[src/rtl/lsu_mem_port.sv]
// lsu_mem_port: single-outstanding RISC-V load/store initiator for a byte-banked data memory.
module lsu_mem_port #(
    parameter int READ_LATENCY = 1,
    parameter int ADDR_BITS    = 16
) (
    input  logic        Clk,
    input  logic        Reset,
    input  logic        req_valid,
    output logic        req_ready,
    input  logic        req_we,
    input  logic [2:0]  req_funct3,
    input  logic [31:0] req_addr,
    input  logic [31:0] req_wdata,
    output logic        resp_valid,
    output logic [31:0] resp_rdata,
    output logic        resp_fault,
    output logic [31:0] raddress,
    output logic [31:0] waddress,
    output logic [31:0] Datain,
    input  logic [31:0] Dataout,
    output logic [3:0]  Wr
);
    typedef enum logic [1:0] {IDLE, WRITE, READ_WAIT, RESP} state_t;
    localparam int AW1 = ADDR_BITS + 1;
    localparam logic [2:0] RL = 3'(READ_LATENCY);
    state_t state_q;
    logic        ready_q, resp_valid_q, fault_q;
    logic [2:0]  f3_q, cnt_q;
    logic [3:0]  wr_q;
    logic [31:0] rdata_q, raddr_q, waddr_q, din_q;
    logic [1:0]  span;
    logic        legal, fault;
    logic [ADDR_BITS:0] end_addr;
    logic [31:0] mask, ext;
    logic [3:0]  lanes;
    always_comb begin
        span = req_funct3[1:0] == 2'b00 ? 2'd0 : req_funct3[1:0] == 2'b01 ? 2'd1 : 2'd3;
        legal = req_we ? (req_funct3 inside {3'b000, 3'b001, 3'b010})
                       : (req_funct3 inside {3'b000, 3'b001, 3'b010, 3'b100, 3'b101});
        // The last byte touched must not wrap past the top of the bank address space
        end_addr = {1'b0, req_addr[ADDR_BITS-1:0]} + AW1'(span);
        fault = !legal || (req_addr[31:ADDR_BITS] != '0) || end_addr[ADDR_BITS];
        mask = span == 2'd0 ? 32'h0000_00FF : span == 2'd1 ? 32'h0000_FFFF : 32'hFFFF_FFFF;
        lanes = span == 2'd0 ? 4'b0001 : span == 2'd1 ? 4'b0011 : 4'b1111;
        ext = f3_q[1] ? Dataout
            : f3_q[0] ? {{16{!f3_q[2] & Dataout[15]}}, Dataout[15:0]}
                      : {{24{!f3_q[2] & Dataout[7]}}, Dataout[7:0]};
    end
    always_ff @(posedge Clk) begin
        if (Reset) begin
            state_q      <= IDLE;
            ready_q      <= 1'b1;
            resp_valid_q <= 1'b0;
            fault_q      <= 1'b0;
            rdata_q      <= '0;
            f3_q         <= '0;
            cnt_q        <= '0;
            wr_q         <= '0;
            raddr_q      <= '0;
            waddr_q      <= '0;
            din_q        <= '0;
        end else begin
            resp_valid_q <= 1'b0;
            wr_q         <= '0;
            case (state_q)
                IDLE: if (req_valid) begin
                    ready_q <= 1'b0;
                    f3_q    <= req_funct3;
                    if (fault) begin
                        state_q      <= RESP;
                        resp_valid_q <= 1'b1;
                        fault_q      <= 1'b1;
                        rdata_q      <= '0;
                    end else if (req_we) begin
                        state_q <= WRITE;
                        wr_q    <= lanes;
                        waddr_q <= req_addr;
                        din_q   <= req_wdata & mask;
                    end else begin
                        state_q <= READ_WAIT;
                        raddr_q <= req_addr;
                        cnt_q   <= RL;
                    end
                end
                WRITE: begin
                    state_q      <= RESP;
                    resp_valid_q <= 1'b1;
                    fault_q      <= 1'b0;
                    rdata_q      <= '0;
                end
                READ_WAIT: if (cnt_q == 3'd0) begin
                    state_q      <= RESP;
                    resp_valid_q <= 1'b1;
                    fault_q      <= 1'b0;
                    rdata_q      <= ext;
                end else begin
                    cnt_q <= cnt_q - 3'd1;
                end
                RESP: begin
                    state_q <= IDLE;
                    ready_q <= 1'b1;
                end
                default: state_q <= IDLE;
            endcase
        end
    end
    assign req_ready  = ready_q;
    assign resp_valid = resp_valid_q;
    assign resp_rdata = rdata_q;
    assign resp_fault = fault_q;
    assign raddress   = raddr_q;
    assign waddress   = waddr_q;
    assign Datain     = din_q;
    assign Wr         = wr_q;
endmodule

[config.mk]
export PLATFORM = sky130hd
export DESIGN_NAME = lsu_mem_port
export DESIGN_NICKNAME = d
export VERILOG_FILES = /design/src/rtl/lsu_mem_port.sv
export SDC_FILE = /design/constraint.sdc
export NUM_CORES = 1
export LEC_CHECK = 0
export CORE_UTILIZATION = 46
export CTS_BUF_LIST = sky130_fd_sc_hd__clkbuf_16
export CTS_CLUSTER_DIAMETER = 80
export DETAILED_ROUTE_END_ITERATION = 7
export GPL_ROUTABILITY_DRIVEN = 0
export PLACE_DENSITY = 0.86
export RECOVER_POWER = 50
export SLEW_MARGIN = 20
export SYNTH_ARGS = -nofsm -noshare
export SYNTH_HDL_FRONTEND = slang
export SYNTH_SLANG_ARGS = --single-unit
[constraint.sdc]
create_clock -name Clk -period 4.5 [get_ports Clk]
set_input_delay 0.9 -clock Clk [delete_from_list [all_inputs] [get_ports Clk]]
set_output_delay 0.9 -clock Clk [all_outputs]
set_load 0.1 [all_outputs]
==> results.json, run 1 <==
{
  "synth_compound_area_share_pct": 15.4,
  "post_drt_wl_per_cell_um": 16.7,
  "dieArea_mm2": 0.0127,
  "cts_inserted_buffers": 17,
  "min_path_type": "register to register",
  "cts_setup_buffers": 0,
  "powerDensity_mw_per_mm2": 448,
  "hold_path_end": "Datain[14]$_SDFFE_PP0P_",
  "synth_top_cells_by_area": "dfxtp_1 (51%), nand2_1 (8.2%), a21oi_1 (7.9%), nand3_1 (4.5%), and3_1 (4.1%)",
  "synthCells": 649,
  "fill_cells": 822,
  "cts_resized": 0,
  "hold_viol_final": 0,
  "slew_viol_final": 0,
  "grt_max_degree": 95,
  "cpMaxStageDelayCell": "a2111oi_0",
  "synthXorXnorAreaFrac_pct": 0,
  "fmax_mhz": 313,
  "muxShareOfSynthArea_pct": 1.63,
  "crit_fanout": 35,
  "critPathLaunchType": "primary input",
  "netlist.area_leader.share_pct": 50.6,
  "grt_pass1_vias": 5586,
  "initial_core_util_pct": 48.1,
  "crit_chain": "clkdlybuf4s50_1 > nor4_1 > and4_1 > o2111ai_4 > a2111oi_0 > a31o_2",
  "status": "complete, no violations",
  "path_class": "primary input to register",
  "cts_tree": "yes",
  "synthAdderAreaFrac_pct": 1.56,
  "min_path_cells": 2,
  "synth-simple-area-share_pct": 25.4,
  "most-common-layout-cells": "dfxtp_1 (142), dlygate4sd3_1 (135), nand2_1 (122), clkdlybuf4s50_1 (101), a21oi_1 (87)",
  "crit_path_end_kind": "register",
  "path_clk_slew_ns": 0.06,
  "syn2layout_area_growth_pct": 52.9,
  "cpPeakStageDelay_ns": 0.54,
  "final_core_util_pct": 73.6,
  "coreArea_mm2": 0.0117,
  "slew_headroom_pct": 30.2,
  "synth_top_area_cell": "dfxtp_1",
  "arrival_ns": 3.55,
  "synth_nets": 759,
  "crit_family": "compound AO/OA/AOI/OAI gates",
  "fp.dieW_um": 112,
  "io_buffers": 237,
  "grt_usage_pct": 27.2,
  "crit_required_ns": 4.86,
  "reg2reg_to": "cnt_q[0]$_SDFFE_PP0P_",
  "rsz0062_at_grt": "no",
  "ys_warn_count": 0,
  "ant_nets": 0,
  "min_from": "Datain[14]$_SDFFE_PP0P_",
  "synthesis.area_mm2": 0.00562,
  "ir_drop_uv": 233,
  "clockBufferDepth": 2,
  "io_pins": 238,
  "clock-sinks": 142,
  "dp_hpwl_um": 11600,
  "synth_top_family_by_area": "simple AND/OR/NAND/NOR gates",
  "vias_per_cell": 5.53,
  "finalCritPeriodShare_pct": 71.0,
  "cts_hold_buf": 0,
  "cap_violations": 0,
  "synth.distinct_cells": 45,
  "cts_root_buf": "clkbuf_16",
  "drt_wl_total_um": 17000,
  "synth_seq_area_share_pct": 50.6,
  "clk_latency_ns": 0.42,
  "layout_commonest_cell": "dfxtp_1",
  "finalClockSkew_ns": 0.00700,
  "row_count": 39,
  "htreeDepth": 4,
  "cp_num_buf_inv": 1,
  "die-height_um": 112,
  "period_needed_ns": 3.19,
  "max_slew.worst_pin.slew_ns": 1.04,
  "synth-seq-cells": 142,
  "firstDrtPassIters": 8,
  "setup_viol": 0,
  "grt_overflow_total": 0,
  "drc": 0,
  "drive_gt1_share_pct": 6.06,
  "vias": 5632,
  "grt_pass1_wl_um": 27200,
  "p_leak_uw": 0.00356,
  "first_iter_violations": 536,
  "r2r_setup_slack_ns": 1.89,
  "finalNetCount": 971,
  "tns_ns": 0,
  "antenna_found_initial": 1,
  "r2r-start": "state_q[0]$_SDFFE_PP0P_",
  "synth.avg_cell_area_um2": 8.65,
  "reg2regPathDepth": 7
}
worst max path at each step:
stage / depth (start not counted) / start / to
5_1_grt: 6 / req_addr[16] / cnt_q[0]$_SDFFE_PP0P_
6_report: 6 / req_addr[16] / cnt_q[0]$_SDFFE_PP0P_
3_5_place_dp: 6 / req_addr[16] / cnt_q[0]$_SDFFE_PP0P_
2_1_floorplan: 7 / req_funct3[1] / resp_rdata[25]$_SDFFE_PP0P_
3_3_place_gp: 6 / req_addr[16] / cnt_q[0]$_SDFFE_PP0P_
4_1_cts: 6 / req_addr[16] / cnt_q[0]$_SDFFE_PP0P_
Yosys cell counts (all sizes together):
cell type / number
a2111oi: 2
a211oi: 2
a21boi: 1
a21oi: 89
a22o: 2
a31o: 2
a31oi: 3
and2: 2
and3: 37
and4: 1
buf: 24
clkbuf: 27
dfxtp: 142
ha: 7
inv: 9
mux2: 1
mux2i: 8
nand2: 122
nand2b: 3
nand3: 50
nand3b: 1
nand4: 13
nor2: 11
nor2b: 18
nor3: 1
nor3b: 17
nor4: 5
nor4b: 1
o2111a: 2
o2111ai: 3
o21ai: 39
o32ai: 1
or2: 2
or4: 1
sequential cells by signal (all words and copies together), names as in the netlist:
signal      cells
Datain         32
Wr              3
cnt_q           3
f3_q            3
raddress       32
req_ready       1
resp_fault      1
resp_rdata     32
resp_valid      1
state_q         2
waddress       32
report_power, final:
group / switching (uW) / total (uW) / internal, uW / leakage [uW]
Combinational: 755 / 1060 / 308 / 0.00213
Clock: 543 / 1410 / 868 / 0.000281
Sequential: 44.0 / 1370 / 1330 / 0.00115
Total: 1340 / 3840 / 2500 / 0.00356
cell type report:
type,instances,area (um2),share of cell area [%]
Sequential cell,142,2840,33.1
Clock inverter,15,171,2.00
Tap cell,143,179,2.08
Multi-Input combinational cell,447,2510,29.2
Timing Repair Buffer,244,2420,28.2
Inverter,9,33.8,0.394
Clock buffer,17,425,4.96
Antenna cell,1,2.50,0.0292
cell families after synthesis:
group                      Yosys count
DFF                                142
AOI/OAI and AO/OA                  146
adders and majority gates            7
and+or+nand+nor                    285
buffers and inverters               60
muxes                                9
routing by layer:
| layer | up-vias | track usage, % | routed length (um) | part of all wire (%) |
|---|---|---|---|---|
| met5 | - | 0 | 0 | 0 |
| met4 | 0 | 12.4 | 478 | 2.8 |
| met3 | 38 | 7.67 | 1240 | 7.3 |
| met2 | 257 | 47.2 | 8470 | 50 |
| met1 | 2658 | 31.2 | 6850 | 40 |
| li1 | 2679 | - | - | - |
worst min-delay path, cell delays in order (launching register included):
cell and delay, ns:
dfxtp_1 0.31, nand3_1 0.06, nand2_1 0.04
metrics by stage:
step	cell area, um2	worst slack [ns]	power, uW	hold slack (ns)	cells
floorplan	5620	1.97	2160	0.446	649
detailed placement	7970	0.937	2460	0.445	985
finish	8580	1.31	3840	0.447	1018
global placement	7970	1.03	2430	0.437	985
CTS	8560	1.36	3870	0.451	1017
global route	8580	1.18	3980	0.468	1018
Power figures use the tool's default switching activity.
==> run 2, diff against run 1 <==
--- a/config.mk
+++ b/config.mk
@@ -5,12 +5,12 @@
 export SDC_FILE = /design/constraint.sdc
 export NUM_CORES = 1
 export LEC_CHECK = 0
-export CORE_UTILIZATION = 46
+export CORE_UTILIZATION = 38
 export CTS_BUF_LIST = sky130_fd_sc_hd__clkbuf_16
 export CTS_CLUSTER_DIAMETER = 80
 export DETAILED_ROUTE_END_ITERATION = 7
 export GPL_ROUTABILITY_DRIVEN = 0
-export PLACE_DENSITY = 0.86
+export PLACE_DENSITY = 0.76
 export RECOVER_POWER = 50
 export SLEW_MARGIN = 20
 export SYNTH_ARGS = -nofsm -noshare
==> constraint.sdc (replaced) <==
create_clock -name Clk -period 2.8 [get_ports Clk]
set_input_delay 0.56 -clock Clk [delete_from_list [all_inputs] [get_ports Clk]]
set_output_delay 0.56 -clock Clk [all_outputs]
set_load 0.1 [all_outputs]
==> run 2 against run 1 <==
- combinational power rose by 58%
- power rose by 61%
- register-to-register slack got worse by 1.3 ns
- sequential share of layout area rose by 2.2 points
- flip-flop and latch count did not move
- first-iteration DRC count fell by 36%
- via count fell by 2.1%
- utilization fell by 18 points
- wire length fell by 0.68%
- setup slack got worse by 0.88 ns
- cell area fell by 6.3%
- sequential power rose by 61%
- critical path type unchanged
- highest routed layer unchanged
==> results.json, run 2 (synthesis gave the netlist of run 1 again) <==
{
  "status": "complete, no violations",
  "powerDensity_mw_per_mm2": 771,
  "vias": 5516,
  "layout_commonest_cell": "dfxtp_1",
  "p_leak_uw": 0.00295,
  "top_layer": "met4",
  "post_drt_wl_per_cell_um": 15.6,
  "power_uw": 6200,
  "wl_met1_um": 7330,
  "htreeDepth": 4,
  "io_pins": 238,
  "dr_wl_met3_um": 1150,
  "fmax_mhz": 421,
  "grt_usage_pct": 22.5,
  "grt_pass1_vias": 5135,
  "power_switching_uw": 2200,
  "p_comb_share_pct": 27.0,
  "row_count": 44,
  "min_from": "Datain[12]$_SDFFE_PP0P_",
  "period_needed_ns": 2.37,
  "drt_wl_total_um": 16900,
  "ant_nets": 0,
  "power.share.clock_pct": 37.5,
  "path_class": "primary input to register",
  "switching_share_pct": 35.4,
  "cts_inserted_buffers": 17,
  "initial_core_util_pct": 38.8,
  "coreArea_mm2": 0.0145,
  "r2r-start": "state_q[1]$_SDFFE_PP0P_",
  "dp_hpwl_um": 11600,
  "diodes": 0,
  "grt_pass1_wl_um": 26300,
  "finalCritPeriodShare_pct": 84.8,
  "multiInputGateArea_mm2": 0.00249,
  "setup_viol": 0,
  "clock-sinks": 142,
  "slew_viol_final": 0,
  "vias_per_cell": 5.09,
  "fp.dieW_um": 124,
  "clk_latency_ns": 0.43,
  "max_slew.worst_pin.slew_ns": 1.24,
  "cap_violations": 0,
  "cts_setup_buffers": 0,
  "cts_resized": 0,
  "hold_path_end": "Datain[12]$_SDFFE_PP0P_",
  "min_path_cells": 2,
  "drc": 0,
  "crit_required_ns": 3.14,
  "finalClockSkew_ns": 0.00852,
  "rsz0062_at_grt": "no",
  "first_iter_violations": 344,
  "arrival_ns": 2.72,
  "clockBufferDepth": 2,
  "crit_path_end_kind": "register",
  "ir_drop_uv": 392,
  "p_int_uw": 4010,
  "grt_overflow_total": 0,
  "critPathLaunchType": "primary input",
  "cts_hold_buf": 0,
  "dieArea_mm2": 0.0153,
  "fill_cells": 1423,
  "cts_tree": "yes",
  "finalNetCount": 997,
  "r2r_setup_slack_ns": 0.58,
  "tns_ns": 0,
  "crit_fanout": 25,
  "path_clk_slew_ns": 0.06,
  "slew_headroom_pct": 17.4,
  "power_frac_seq_pct": 35.5,
  "register_area_mm2": 0.00284,
  "most-common-layout-cells": "dfxtp_1 (142), clkbuf_1 (134), nand2_1 (122), clkdlybuf4s50_1 (101), a21oi_1 (88)",
  "whs_ns": 0.449,
  "cts_root_buf": "clkbuf_16",
  "reg2reg_to": "cnt_q[0]$_SDFFE_PP0P_",
  "syn2layout_area_growth_pct": 43.3,
  "hold_viol_final": 0,
  "die-height_um": 124,
  "route.met2.wl_um": 8180,
  "io_buffers": 237,
  "drive_gt1_share_pct": 9.00,
  "reg2regPathDepth": 7,
  "firstDrtPassIters": 4,
  "grt_max_degree": 68,
  "min_path_type": "register to register",
  "antenna_found_initial": 0
}
## run 2: how the worst max path moves through the flow
stage,start,endpoint,slack [ns],cells past startpoint
after global placement,req_addr[18],raddress[5]$_SDFFE_PP0P_,0.05,9
after detailed placement,req_addr[26],resp_fault$_SDFFE_PP0P_,-0.007,8
after floorplan,req_funct3[1],resp_rdata[25]$_SDFFE_PP0P_,0.61,7
after CTS,req_addr[26],resp_fault$_SDFFE_PP0P_,0.42,8
after global routing,req_addr[18],raddress[9]$_SDFFE_PP0P_,0.27,9
final,req_addr[26],resp_fault$_SDFFE_PP0P_,0.43,8
## run 2: stage by stage
step | instances | cell area [um2] | worst slack, ns | utilization, %
2_1_floorplan | 649 | 5620 | 0.614 | -
3_3_place_gp | 1052 | 7940 | 0.0500 | 54.8
3_5_place_dp | 1052 | 7940 | -0.00681 | 54.8
4_1_cts | 1084 | 8550 | 0.421 | 59.0
5_1_grt | 1084 | 8050 | 0.267 | 55.6
6_report | 1084 | 8050 | 0.425 | 55.6
## run 2: critical path, cell delays in order
cell and delay (ns):
clkdlybuf4s50_1 0.43, nor4_1 0.40, buf_4 0.19, nand4_1 0.19, a2111oi_4 0.37, buf_12 0.22, nor2_4 0.11, a211oi_2 0.23
## run 2: power by group through the flow
stage | Clock (uW) | Combinational (uW) | Sequential (uW)
5_1_grt | 2470 | 1780 | 2220
6_report | 2330 | 1670 | 2210
3_3_place_gp | 0 | 1730 | 2250
2_1_floorplan | 0 | 630 | 2840
4_1_cts | 2370 | 1750 | 2210
3_5_place_dp | 0 | 1740 | 2250
## run 2: routing by layer
metal	vias to the layer above	global-route usage, %
met5	-	0
met3	20	6.73
li1	2732	-
met4	0	9.11
met2	190	36.8
met1	2574	27.4
## run 2: layout make-up
class | instances | share of cell area (%)
clock buffer | 17 | 5.29
clock inverter | 15 | 2.32
inverter | 9 | 0.420
multi-input combinational | 447 | 30.9
sequential | 142 | 35.3
tap | 184 | 2.86
timing repair buffer | 270 | 22.9
